<file path="src/rtl/x9_pkg.sv">
// Shared definitions for the X9 ALU control sequencer: opcodes, FSM states,
// instruction field positions, flag bit positions and small decode helpers.
package x9_pkg;

  localparam int INSTR_W = 9;
  localparam int OPC_MSB = 8;
  localparam int OPC_LSB = 5;
  localparam int FLD_MSB = 4;
  localparam int FLD_LSB = 0;
  localparam int RS_MSB  = 2;
  localparam int RS_LSB  = 0;

  localparam int SC   = 2;
  localparam int ZERO = 1;
  localparam int PARI = 0;

  typedef enum logic [3:0] {
    OP_ADD  = 4'd0,  OP_SUB  = 4'd1,  OP_ADDI = 4'd2,  OP_LB   = 4'd3,
    OP_SB   = 4'd4,  OP_MOVR = 4'd5,  OP_MOVI = 4'd6,  OP_NOR  = 4'd7,
    OP_XOR  = 4'd8,  OP_AND  = 4'd9,  OP_OR   = 4'd10, OP_SLL  = 4'd11,
    OP_SLR  = 4'd12, OP_EQ   = 4'd13, OP_LT   = 4'd14, OP_RXOR = 4'd15
  } opcode_e;

  typedef enum logic [1:0] {
    IDLE = 2'd0,
    EXEC = 2'd1,
    MEM  = 2'd2,
    WB   = 2'd3
  } state_e;

  function automatic logic is_mem_op(input opcode_e op);
    return (op == OP_LB) || (op == OP_SB);
  endfunction

  function automatic logic updates_sc(input opcode_e op);
    return (op == OP_ADD) || (op == OP_SUB) || (op == OP_ADDI) ||
           (op == OP_SLL) || (op == OP_SLR);
  endfunction

  function automatic logic uses_imm(input opcode_e op);
    return (op == OP_ADDI) || (op == OP_MOVI);
  endfunction

  // addi sign-extends the 5-bit field, movi zero-extends it.
  function automatic logic [7:0] ext_imm(input opcode_e op, input logic [4:0] fld);
    logic [7:0] v;
    v = 8'h00;
    if (op == OP_ADDI)      v = {{3{fld[4]}}, fld};
    else if (op == OP_MOVI) v = {3'b000, fld};
    return v;
  endfunction

endpackage

</file>
<file path="src/rtl/mem_wait_timer.sv">
// Down-counter that bounds how long the sequencer waits for mem_ack.
// Reloaded while clear is high; expire flags the MEM_TO-th enabled cycle.
module mem_wait_timer #(
  parameter int MEM_TO = 15
) (
  input  logic clk,
  input  logic rst_n,
  input  logic i_clear,
  input  logic i_en,
  output logic o_expire
);

  localparam int CNT_W = $clog2(MEM_TO + 1);

  logic [CNT_W-1:0] r_count;

  // NOTE: reset is synchronous, so it lives inside the clocked branch and
  // needs no rst_n in the sensitivity list.
  always_ff @(posedge clk) begin
    if (!rst_n) begin
      r_count <= '0;
    end else if (i_clear) begin
      r_count <= CNT_W'(MEM_TO - 1);
    end else if (i_en && (r_count != '0)) begin
      r_count <= r_count - 1'b1;
    end
  end

  assign o_expire = i_en && (r_count == '0);

endmodule

</file>
<file path="src/rtl/alu_ctrl_seq.sv">
// Multi-cycle control sequencer for the X9 ALU: instruction handshake, decode,
// flag capture with carry feedback, bounded memory handshake and write-back.
module alu_ctrl_seq
  import x9_pkg::*;
#(
  parameter int CMD_W  = 4,
  parameter int MEM_TO = 15
) (
  input  logic             clk,
  input  logic             rst_n,
  input  logic             instr_valid,
  input  logic [8:0]       instr,
  output logic             instr_ready,
  output logic [CMD_W-1:0] alu_cmd,
  output logic             alu_src_imm,
  output logic [7:0]       imm,
  output logic [2:0]       rs_addr,
  output logic             alu_sc_i,
  input  logic             alu_rslt_sc,
  input  logic             alu_zero,
  input  logic             alu_pari,
  output logic             mem_req,
  output logic             mem_we,
  input  logic             mem_ack,
  output logic             reg_we,
  output logic [2:0]       flags,
  output logic             done,
  output logic             err
);

  state_e               r_state;
  state_e               w_state_nxt;
  logic [INSTR_W-1:0]   r_instr;
  logic [2:0]           r_flags;
  opcode_e              w_opcode;
  logic [4:0]           w_field;
  logic                 w_accept;
  logic                 w_expire;

  assign w_opcode = opcode_e'(r_instr[OPC_MSB:OPC_LSB]);
  assign w_field  = r_instr[FLD_MSB:FLD_LSB];
  assign w_accept = (r_state == IDLE) && instr_valid;

  mem_wait_timer #(
    .MEM_TO   (MEM_TO)
  ) u_mem_wait_timer (
    .clk      (clk),
    .rst_n    (rst_n),
    .i_clear  (r_state != MEM),
    .i_en     (r_state == MEM),
    .o_expire (w_expire)
  );

  // NOTE: sequential state uses non-blocking assignments so every register
  // samples pre-edge values regardless of block ordering.
  always_ff @(posedge clk) begin
    if (!rst_n) begin
      r_state <= IDLE;
      r_instr <= '0;
      r_flags <= '0;
    end else begin
      r_state <= w_state_nxt;
      if (w_accept) r_instr <= instr;
      // Flags come from the ALU result of the EXEC cycle; sb produces none.
      if (r_state == EXEC) begin
        if (updates_sc(w_opcode)) r_flags[SC] <= alu_rslt_sc;
        if (w_opcode != OP_SB) begin
          r_flags[ZERO] <= alu_zero;
          r_flags[PARI] <= alu_pari;
        end
      end
    end
  end

  // NOTE: every output and next-state is defaulted first so no path through
  // the case statement can infer a latch.
  always_comb begin
    w_state_nxt = r_state;
    instr_ready = 1'b0;
    alu_cmd     = '0;
    alu_src_imm = 1'b0;
    imm         = 8'h00;
    rs_addr     = 3'd0;
    alu_sc_i    = 1'b0;
    mem_req     = 1'b0;
    mem_we      = 1'b0;
    reg_we      = 1'b0;
    flags       = 3'b000;
    done        = 1'b0;
    err         = 1'b0;
    if (rst_n) begin
      alu_cmd     = CMD_W'(w_opcode);
      alu_src_imm = uses_imm(w_opcode);
      imm         = ext_imm(w_opcode, w_field);
      rs_addr     = r_instr[RS_MSB:RS_LSB];
      alu_sc_i    = r_flags[SC];
      flags       = r_flags;
      unique case (r_state)
        IDLE: begin
          instr_ready = 1'b1;
          if (instr_valid) w_state_nxt = EXEC;
        end
        EXEC: begin
          w_state_nxt = is_mem_op(w_opcode) ? MEM : WB;
        end
        MEM: begin
          mem_req = 1'b1;
          mem_we  = (w_opcode == OP_SB);
          // An ack arriving in the expiry cycle still completes the op.
          if (mem_ack) begin
            w_state_nxt = WB;
          end else if (w_expire) begin
            err         = 1'b1;
            w_state_nxt = IDLE;
          end
        end
        WB: begin
          reg_we      = (w_opcode != OP_SB);
          done        = 1'b1;
          w_state_nxt = IDLE;
        end
        default: w_state_nxt = IDLE;
      endcase
    end
  end

endmodule

</file>
<file path="config.mk">
export PLATFORM = sky130hd
export DESIGN_NAME = alu_ctrl_seq
export DESIGN_NICKNAME = d
export VERILOG_FILES = /design/src/rtl/x9_pkg.sv /design/src/rtl/mem_wait_timer.sv /design/src/rtl/alu_ctrl_seq.sv
export SDC_FILE = /design/constraint.sdc
export NUM_CORES = 1
export LEC_CHECK = 0
export CORE_AREA = 2 2 52 54
export DETAILED_ROUTE_END_ITERATION = 16
export DIE_AREA = 0 0 54 56
export PLACE_DENSITY_LB_ADDON = 0.3
export SLEW_MARGIN = 20
export SYNTH_ARGS = -nofsm -noshare
export SYNTH_HDL_FRONTEND = slang
export SYNTH_SLANG_ARGS = --single-unit
</file>
<file path="constraint.sdc">
create_clock -name clk -period 1.7 [get_ports clk]
set_input_delay 0.425 -clock clk [delete_from_list [all_inputs] [get_ports clk]]
set_output_delay 0.425 -clock clk [all_outputs]
set_load 0.005 [all_outputs]
</file>
==> results of run 1 <==
==> synthesized netlist by cell type, drive strengths merged <==
cell	n
and2b	1
dfxtp	18
nand3b	3
nor3b	1
clkinv	1
and3	2
nor3	3
buf	4
o22a	1
or3	1
clkbuf	3
a22oi	1
nor2	6
inv	4
mux2i	2
a21oi	16
nor4b	1
nand2b	2
xnor2	1
o21ai	6
nand3	1
and2	15
or3b	2
nor2b	2
ha	1
nand2	25
a31oi	1
==> report_power, final <==
| part | switching, uW | internal, uW | leakage (uW) |
|---|---|---|---|
| sequential | 28.1 | 463 | 0.000151 |
| clock | 132 | 82.7 | 0.0000138 |
| combinational | 161 | 217 | 0.000669 |
==> worst reg2reg max path: stages, from the launching register on <==
cell	delay, ps
dfxtp_2	340
buf_6	110
buf_4	140
or3b_1	360
a21oi_1	190
o22a_1	160
nor2_1	40
==> sequential cells by signal (all words and copies together) (netlist names) <==
signal / cells
r_flags: 3
r_state: 2
r_instr: 9
u_mem_wait_timer.r_count: 4
==> worst max-delay path by stage <==
stage	startpoint	to	slack [ps]	cells after the start
floorplan	rst_n	imm[6]	2	5
global placement	rst_n	imm[6]	-750	6
detailed placement	rst_n	imm[6]	-790	6
CTS	r_instr[6]	imm[0]	-220	7
global route	r_instr[6]	imm[0]	-300	7
finish	r_instr[5]	imm[1]	-250	7
==> kinds of logic (layout without fill, tap and decap cells) <==
family / Yosys count / in the layout
mux: 2 / 2
compound gates: 25 / 25
simple gates: 65 / 65
fa+ha+maj: 1 / 1
flops: 18 / 18
xor+xnor: 1 / 1
buf+inv: 12 / 89
==> cell type report <==
| cell class | instances | area share [%] |
|---|---|---|
| clock buffer | 3 | 1.28 |
| inverter | 5 | 1.06 |
| multi-input combinational | 94 | 33.9 |
| sequential | 18 | 21.1 |
| tap | 30 | 2.13 |
| timing repair buffer | 81 | 40.5 |
==> layer usage <==
layer | global-route usage, % | wire length, um | vias to the layer above
li1 | - | - | 564
met1 | 21.6 | 1120 | 511
met2 | 39.0 | 1660 | 32
met3 | 4.30 | 137 | 7
met4 | 10.7 | 67 | 0
met5 | 0 | 0 | -
==> stage by stage <==
| stage | instances | hold WS [ps] | power, uW |
|---|---|---|---|
| after floorplan | 124 | 432 | 640 |
| after global routing | 231 | 496 | 1150 |
| after detailed placement | 212 | 448 | 813 |
| after global placement | 212 | 442 | 800 |
| after CTS | 229 | 466 | 1060 |
| final | 231 | 461 | 1080 |
==> repair_timing <==
item                       in CTS  in global routing
gates resized for setup       107                 22
pin swaps                       5                  3
setup buffers                  14                  2
setup endpoints to repair      26                 23
==> impl_metrics.py, run 1 <==
metrics = {
    "yosys": {
        "syn_area_um2": 947,
        "synthSimpleGateAreaFrac_pct": 37.5,
        "synth_top_area_share_pct": 38.0,
        "synth_fa_ha_area_share_pct": 1.32,
        "ys_top_cells_by_area": "dfxtp_1, and2_1, nand2_1, a21oi_1, o21ai_0",
        "synth_top_area_cell": "dfxtp_1",
        "syn_inst": 124,
        "synth.ff_latch_count": 18,
        "synth_compound_area_share_pct": 14.0,
        "ys_seq_area_share_pct": 38.0,
        "synth_cell_types": 28,
        "syn_avg_cell_area_um2": 7.64,
        "synth_fp_nets": 141,
        "synthMuxAreaShare_pct": 2.11,
        "yosys_warnings": 0,
        "synth_top_family_by_area": "simple AND/OR/NAND/NOR gates",
        "synth_xor_area_share_pct": 0.925,
    },
    "clocking": {
        "clk_pin_slew_worst_paths_ps": 100,
        "htreeDepth": 1,
        "cts_made_buffers": 3,
        "root_buffer": "clkbuf_4",
        "clockBufferDepth": 2,
        "cts_tree": "yes",
        "holdBufCountCts": 0,
        "clk_latency_ps": 300,
        "clock_sinks": 18,
    },
    "critical_path": {
        "end_kind": "output port",
        "cp_slowest_cell": "dfxtp_2",
        "slowest_delay_ps": 360,
        "critPathMaxFanout": 3,
        "required_ps": 1270,
        "r2r-start": "r_instr[6]",
        "path_delay_family": "buffers and inverters",
        "crit_type": "reg -> out",
        "worstReg2RegEnd": "r_state[0]",
        "critical_path.most_common_cell": "buf_6",
        "cp-start-kind": "flip-flop",
        "crit_chain": "buf_6, nor3b_4, buf_6, buf_6, buf_6, and2_4, buf_6",
        "reg2regPathDepth": 6,
        "arrival_ps": 1520,
        "crit_buf_inv": 5,
        "r2r_setup_slack_ps": 250,
    },
    "global_routing": {
        "grt_max_degree": 17,
        "grt_usage_pct": 21.3,
        "grt_overflow_total": 0,
        "grt_pass1_wl_um": 4790,
        "grt_pass1_vias": 1136,
        "antenna_found_initial": 0,
    },
    "finish": {
        "multiInputGateArea_um2": 598,
        "diodes": 0,
        "regArea_um2": 373,
        "layout_common_cells": "buf_4, nand2_1, buf_6",
        "nFillCells": 198,
        "drive_gt1_share_pct": 43.8,
        "final_cell_area_mm2": 0.00176,
        "final_common_cell": "buf_4",
        "fin_nets": 220,
        "area_delta_synth_final_pct": 86.3,
        "fin_util_pct": 72.5,
    },
    "floorplan": {
        "start_util_pct": 38.9,
        "dieArea_mm2": 0.00302,
        "num_io_pins": 42,
        "rows": 18,
        "die_w_um": 54,
        "coreArea_mm2": 0.00243,
        "die_y_um": 56,
    },
    "sta": {
        "layout_min_cycle_time_ps": 1950,
        "final_hold_viol_count": 0,
        "worstMarginPinSlew_ps": 312,
        "fin_ws_ps": -245,
        "tns_ps": -2010,
        "skew_ps": 5.15,
        "relSlewSlack_pct": 79.2,
        "finalSetupViolations": 13,
        "timing.final.crit_share_pct": 114,
        "fmax_ghz": 0.514,
        "rsz0062_at_grt": "yes",
        "slew_violations": 0,
    },
    "placement": {
        "place_congestion": 0.757,
        "post_dp_cell_area_mm2": 0.00154,
        "place_ws_ps": -791,
        "port_buffers": 41,
        "dp_hpwl_um": 1930,
    },
    "run": {
        "drv_cap": 0,
    },
    "route": {
        "postRouteAntennaNets": 0,
        "vias": 1114,
        "drt-total-wl_um": 2980,
        "drc": 0,
        "wl_per_cell_um": 12.9,
        "firstDrtPassIters": 5,
        "viasPerCell": 4.82,
        "first_iter_violations": 17,
    },
    "worst_hold_path": {
        "min_path_cells": 2,
        "worstHoldStart": "r_instr[3]",
        "hold-path-endpoint": "r_instr[3]",
        "holdCritPathClass": "reg -> reg",
    },
    "run_status": {
        "status": "finished with violations",
        "violations": "setup timing",
    },
    "power": {
        "p_per_area_mw_per_mm2": 615,
        "ir_drop_v": 0.000463,
        "leakage_uw": 0.000834,
    },
}
No activity file was read; power rests on OpenSTA's default activity.
==> run 2, diff against run 1 <==
--- a/config.mk
+++ b/config.mk
@@ -5,9 +5,11 @@
 export SDC_FILE = /design/constraint.sdc
 export NUM_CORES = 1
 export LEC_CHECK = 0
-export CORE_AREA = 2 2 52 54
+export CAP_MARGIN = 0
+export CORE_AREA = 2 2 66 43
 export DETAILED_ROUTE_END_ITERATION = 16
-export DIE_AREA = 0 0 54 56
+export DIE_AREA = 0 0 68 45
+export HOLD_SLACK_MARGIN = 0.05
 export PLACE_DENSITY_LB_ADDON = 0.3
 export SLEW_MARGIN = 20
 export SYNTH_ARGS = -nofsm -noshare
==> run 2 against run 1 <==
The run still ends with setup timing left. Flip-flop and latch count did not move. Worst hold slack improved by 4.2 ps. Sequential share of layout area grew 1.1 points. Cell count is 2.2% lower. Core utilization decreased by 3.4 points. Global-route usage fell by 1.5 points. Maximum frequency grew 5.5%. Wire length down 7.5%. Clock skew fell by 2.5 ps. First-iteration DRC count increased by 140%. Clock power up 40%. Critical path type unchanged. Largest cell class unchanged.
==> impl_metrics.py, run 2 (synthesized netlist as in run 1, its figures left out) <==
metrics = {
    "floorplan": {
        "coreArea_mm2": 0.00242,
        "die_y_um": 45,
        "rows": 14,
        "dieArea_mm2": 0.00306,
        "die_w_um": 68,
        "start_util_pct": 39.2,
        "num_io_pins": 42,
    },
    "clocking": {
        "cts_tree": "yes",
        "holdBufCountCts": 0,
        "clk_latency_ps": 250,
        "htreeDepth": 1,
        "clock_sinks": 18,
        "cts_made_buffers": 3,
        "clockBufferDepth": 2,
        "clk_pin_slew_worst_paths_ps": 70,
        "root_buffer": "clkbuf_8",
    },
    "power": {
        "p_sw_share_pct": 28.4,
        "ir_drop_v": 0.000570,
        "intPower_uw": 819,
        "p_sw_uw": 325,
        "clockPowerShare_pct": 26.2,
        "p_comb_share_pct": 30.6,
        "seq_power_share_pct": 43.2,
        "leakage_uw": 0.000828,
        "p_per_area_mw_per_mm2": 685,
    },
    "sta": {
        "final_hold_viol_count": 0,
        "fin_hold_ws_ps": 465,
        "relSlewSlack_pct": 78.8,
        "finalSetupViolations": 8,
        "skew_ps": 2.61,
        "tns_ps": -943,
        "fin_ws_ps": -144,
        "fmax_ghz": 0.542,
        "rsz0062_at_grt": "yes",
        "slew_violations": 0,
        "layout_min_cycle_time_ps": 1840,
        "timing.final.crit_share_pct": 108,
        "worstMarginPinSlew_ps": 319,
    },
    "route": {
        "wl_per_cell_um": 12.2,
        "drc": 0,
        "drt-total-wl_um": 2760,
        "postRouteAntennaNets": 0,
        "first_iter_violations": 41,
        "viasPerCell": 4.75,
        "firstDrtPassIters": 4,
        "vias": 1073,
    },
    "worst_hold_path": {
        "min_path_cells": 2,
        "worstHoldStart": "r_instr[4]",
        "holdCritPathClass": "reg -> reg",
        "hold-path-endpoint": "r_instr[4]",
    },
    "run": {
        "drv_cap": 0,
    },
    "critical_path": {
        "worstReg2RegEnd": "r_state[1]",
        "cp_slowest_cell": "dfxtp_2",
        "crit_type": "reg -> out",
        "slowest_delay_ps": 340,
        "cp-start-kind": "flip-flop",
        "critPathMaxFanout": 3,
        "crit_buf_inv": 1,
        "reg2regPathDepth": 7,
        "arrival_ps": 1420,
        "path_delay_family": "simple AND/OR/NAND/NOR gates",
        "end_kind": "output port",
        "critical_path.most_common_cell": "and2_4",
        "required_ps": 1270,
        "crit_chain": "and2_4, nor3b_4, and2_4, and2b_1, buf_2",
        "r2r_setup_slack_ps": 110,
        "r2r-start": "u_mem_wait_timer.r_count[1]",
    },
    "global_routing": {
        "grt_pass1_vias": 1047,
        "grt_usage_pct": 19.8,
        "met3_usage_pct": 3.74,
        "top_usage_layer": "met2",
        "grt_max_degree": 17,
        "grt_overflow_total": 0,
        "antenna_found_initial": 0,
        "grt.met2_usage_pct": 36.5,
        "grt_pass1_wl_um": 4570,
        "grt_use_met1_pct": 24.5,
    },
    "finish": {
        "fin_nets": 213,
        "drive_gt1_share_pct": 37.6,
        "reg_top3": "r_instr x9, u_mem_wait_timer.r_count x4, r_flags x3",
        "area_delta_synth_final_pct": 76.4,
        "diodes": 0,
        "regMostFlops": "r_instr",
        "final_common_cell": "buf_4",
        "layout_common_cells": "buf_4, nand2_1, a21oi_1",
        "nFillCells": 206,
        "largest_reg_flops": 9,
    },
    "placement": {
        "place_congestion": 0.780,
        "place_ws_ps": -876,
        "port_buffers": 41,
        "dp_hpwl_um": 1950,
    },
    "run_status": {
        "violations": "setup timing",
        "status": "finished with violations",
    },
}
==> run 2: cell count changes in the layout (fill, tap and decap cells not counted), moves of 3 or more <==
cell,previous run,this run
buf_2,6,10
buf_6,19,7
clkdlybuf4s15_1,6,0
clkbuf_4,3,0
dlygate4sd2_1,1,11
clkbuf_2,4,1
clkbuf_8,0,3
==> run 2: worst max path at each step <==
stage                                      from  endpoint  slack [ps]  cells past startpoint
finish                               r_instr[6]    imm[7]        -140                      5
floorplan                                 rst_n    imm[6]           2                      5
global route                         r_instr[6]    imm[7]        -190                      5
detailed placement                        rst_n    imm[7]        -880                      6
CTS                 u_mem_wait_timer.r_count[1]       err        -160                      5
global placement                          rst_n    imm[5]        -780                      6
==> run 2: metal layers <==
| metal | vias up | part of all wire [%] |
|---|---|---|
| met5 | - | 0 |
| met4 | 0 | 0.51 |
| met3 | 2 | 3.6 |
| met2 | 25 | 50 |
| met1 | 497 | 46 |
| li1 | 549 | - |
==> run 2: power by group through the flow <==
stage	Clock, uW	Sequential [uW]	Combinational [uW]
floorplan	0	495	145
global placement	0	493	301
CTS	307	493	347
detailed placement	0	495	313
global route	320	499	387
finish	300	494	350
==> run 2: area by class of cell <==
cell class / instances / area [um^2] / area share, %
multi-input cells: 94 / 591 / 35.4
flip-flops and latches: 18 / 372 / 22.2
repair buffers: 74 / 608 / 36.4
inverters: 5 / 18.8 / 1.12
clock buffers: 3 / 41.3 / 2.47
well taps: 32 / 40.0 / 2.40
==> run 2: timing repair <==
item	CTS	global route
gates resized for setup	92	8
buffers inserted	11	0
pin swaps	9	5
endpoints found under the setup margin	26	14
==> run 2: tightest hold or removal path, stage by stage (launching register included) <==
cell	delay, ps
dfxtp_1	320
nand2_1	50
a21oi_1	50
==> run 2: through the flow <==
step	util (%)	total power, uW	cells	cell area, um^2
after floorplan	-	640	124	948
after global placement	63.1	795	212	1530
after detailed placement	63.1	808	212	1530
after CTS	68.4	1150	226	1650
after global routing	69.1	1210	226	1670
final	69.1	1140	226	1670
==> run 3, diff against run 2 <==
--- a/config.mk
+++ b/config.mk
@@ -6,12 +6,13 @@
 export NUM_CORES = 1
 export LEC_CHECK = 0
 export CAP_MARGIN = 0
-export CORE_AREA = 2 2 66 43
+export CORE_AREA = 2 2 68 44
 export DETAILED_ROUTE_END_ITERATION = 16
-export DIE_AREA = 0 0 68 45
+export DIE_AREA = 0 0 70 46
 export HOLD_SLACK_MARGIN = 0.05
 export PLACE_DENSITY_LB_ADDON = 0.3
-export SLEW_MARGIN = 20
+export SLEW_MARGIN = 25
 export SYNTH_ARGS = -nofsm -noshare
 export SYNTH_HDL_FRONTEND = slang
+export SYNTH_HIERARCHICAL = 1
 export SYNTH_SLANG_ARGS = --single-unit
==> run 3 against run 2 <==
Sequential share of layout area down 2.4 points. Die area up 5.2%. Cell count rose by 4.9%. Total power increased by 7.5%. Critical path depth up 1. Worst hold slack better by 19 ps. Flip-flop and latch count did not move. Synthesized cell count grew 6.5%. The run still ends with setup timing left. First-iteration DRC count increased by 100%. Area after synthesis increased by 9.5%. Count of clock-buffer cells in the layout grew 1. Global-route usage up 1.5 points.
==> impl_metrics.py, run 3 <==
metrics = {
    "run_status": {
        "status": "finished with violations",
        "violations": "setup timing",
    },
    "critical_path": {
        "arrival_ps": 1400,
        "worstReg2RegEnd": "u_mem_wait_timer/r_count[3]",
        "end_kind": "output port",
        "critical_path.most_common_cell": "and2_4",
        "cp-startpoint": "rst_n",
        "required_ps": 1270,
        "critPathMaxFanout": 4,
        "cp-start-kind": "input pin",
        "crit_chain": "buf_4, and2_4, nor3b_4, and2_4, and2b_1, buf_2",
        "r2r_setup_slack_ps": -60,
        "reg2regPathDepth": 7,
        "slowest_delay_ps": 220,
        "crit_buf_inv": 2,
        "critical_path.endpoint": "imm[5]",
        "cp.depth": 6,
        "cp_slowest_cell": "nor3b_4",
        "path_delay_family": "simple AND/OR/NAND/NOR gates",
        "crit_type": "in -> out",
        "r2r-start": "r_state[1]",
    },
    "placement": {
        "dpl.cell_count": 220,
        "place_congestion": 0.695,
        "dp_hpwl_um": 2130,
        "port_buffers": 41,
    },
    "power": {
        "leakage_uw": 0.000910,
        "p_per_area_mw_per_mm2": 651,
        "ir_drop_v": 0.000376,
        "finalPower_uw": 1230,
    },
    "route": {
        "drc": 0,
        "drt-total-wl_um": 3730,
        "viasPerCell": 5.14,
        "postRouteAntennaNets": 0,
        "first_iter_violations": 82,
        "firstDrtPassIters": 4,
        "vias": 1217,
        "wl_per_cell_um": 15.8,
    },
    "floorplan": {
        "rows": 15,
        "num_io_pins": 42,
        "dieArea_mm2": 0.00322,
        "die_w_um": 70,
        "coreArea_mm2": 0.00267,
        "start_util_pct": 38.9,
        "die_y_um": 46,
    },
    "sta": {
        "timing.final.crit_share_pct": 108,
        "skew_ps": 5.70,
        "finalSetupViolations": 12,
        "layout_min_cycle_time_ps": 1830,
        "final_hold_viol_count": 0,
        "rsz0062_at_grt": "yes",
        "fin_hold_ws_ps": 484,
        "worstMarginPinSlew_ps": 354,
        "slew_violations": 0,
        "fmax_ghz": 0.547,
        "relSlewSlack_pct": 76.4,
        "fin_ws_ps": -130,
    },
    "yosys": {
        "ys_top_cells_by_area": "dfxtp_1, and2_1, nand2_1, a21boi_0, inv_1",
        "yosys-top-cells-count": "nand2_1, dfxtp_1, and2_1",
        "syn_inst": 132,
        "syn_area_mm2": 0.00104,
        "synth_edf_count": 0,
        "synth_fp_nets": 149,
        "synth_cell_types": 31,
        "ys_seq_area_share_pct": 34.7,
        "synth_top_area_share_pct": 34.7,
        "synth.ff_latch_count": 18,
        "synth_top_area_cell": "dfxtp_1",
        "ys.flop_type": "dfxtp_1",
        "yosys_warnings": 6,
        "syn_avg_cell_area_um2": 7.86,
        "async_flop_share_pct": 0,
        "yosysMostFrequentCell": "nand2_1",
    },
    "finish": {
        "drive_gt1_share_pct": 41.4,
        "diodes": 0,
        "fin_util_pct": 70.9,
        "largest_reg_flops": 9,
        "fin_cells": 237,
        "final_common_cell": "buf_4",
        "area_delta_synth_final_pct": 82.1,
        "regMostFlops": "r_instr",
        "layout_common_cells": "buf_4, nand2_1, clkdlybuf4s50_1",
        "reg_top3": "r_instr x9, u_mem_wait_timer/r_count x4, r_flags x3",
        "fin_nets": 221,
    },
    "worst_hold_path": {
        "holdCritPathClass": "reg -> reg",
    },
    "global_routing": {
        "top_usage_layer": "met2",
        "antenna_found_initial": 0,
        "grt_pass1_vias": 1130,
        "grt_pass1_wl_um": 5250,
        "grt_overflow_total": 0,
        "met3_usage_pct": 5.97,
        "grt_max_degree": 15,
        "grt.met2_usage_pct": 39.2,
        "grt_usage_pct": 21.3,
        "grt_use_met1_pct": 25.2,
    },
    "clocking": {
        "cts_tree": "yes",
        "clockBufferDepth": 2,
        "clk_latency_ps": 260,
        "root_buffer": "clkbuf_8",
        "clock_sinks": 18,
        "holdBufCountCts": 0,
        "cts_made_buffers": 3,
        "clk_pin_slew_worst_paths_ps": 70,
        "htreeDepth": 1,
    },
    "run": {
        "drv_cap": 0,
    },
}
==> run 3: worst register-to-register path, stage by stage, from the launching register on <==
cell     delay [ps]
dfxtp_2         330
nor2b_4         190
buf_6           140
buf_6           100
buf_4           150
nor4b_2         300
mux2i_1         300
a21oi_1         130
==> run 3: where the power goes <==
group | switching (uW) | internal [uW] | total [uW]
combinational | 174 | 206 | 380
clock | 153 | 206 | 359
sequential | 31.4 | 459 | 491
total | 358 | 872 | 1230
==> run 3: what timing repair did <==
item | CTS | global route
gates cloned | 2 | 0
gates resized for setup | 103 | 16
endpoints found under the setup margin | 26 | 16
setup buffers | 8 | 6
pin swaps | 11 | 7
==> run 3: kinds of logic after synthesis <==
group	Yosys count	share of synthesized area [%]
adder cells (fa/ha/maj)	1	1.21
AND/OR/NAND/NOR	66	35.1
AO/OA/AOI/OAI	28	19.4
flip-flops	18	34.7
multiplexers	2	1.93
buffers and inverters	17	7.60
==> run 3: final cells by class <==
type / count / area [um^2]
Sequential cell: 18 / 375
Clock buffer: 4 / 55.1
Fill cell: 187 / 776
Timing Repair Buffer: 75 / 691
Tap cell: 34 / 42.5
Inverter: 9 / 33.8
Multi-Input combinational cell: 97 / 692
==> run 3: how the worst min path moves through the flow <==
stage               slack (ps)        from         end  cells after the start
floorplan                  440  r_instr[3]  r_instr[3]                      2
global placement           450  r_instr[3]  r_instr[3]                      2
detailed placement         470  r_flags[1]  r_flags[1]                      2
CTS                        480  r_flags[1]  r_flags[1]                      2
global route               520  r_instr[3]  r_instr[3]                      2
finish                     480  r_flags[1]  r_flags[1]                      2
==> run 3: per-stage QoR <==
step / setup TNS, ps / instance area, um^2 / setup slack [ps]
3_3_place_gp: -16200 / 1610 / -785
2_1_floorplan: -144 / 1050 / -71.9
6_report: -1160 / 1890 / -130
5_1_grt: -1590 / 1890 / -179
4_1_cts: -785 / 1850 / -166
3_5_place_dp: -16640 / 1610 / -805
==> run 3: metal layers <==
layer,wire length (um),share of wire (%)
met1,1480,40
met2,1880,50
met3,263,7.0
met4,110,2.9
met5,0,0
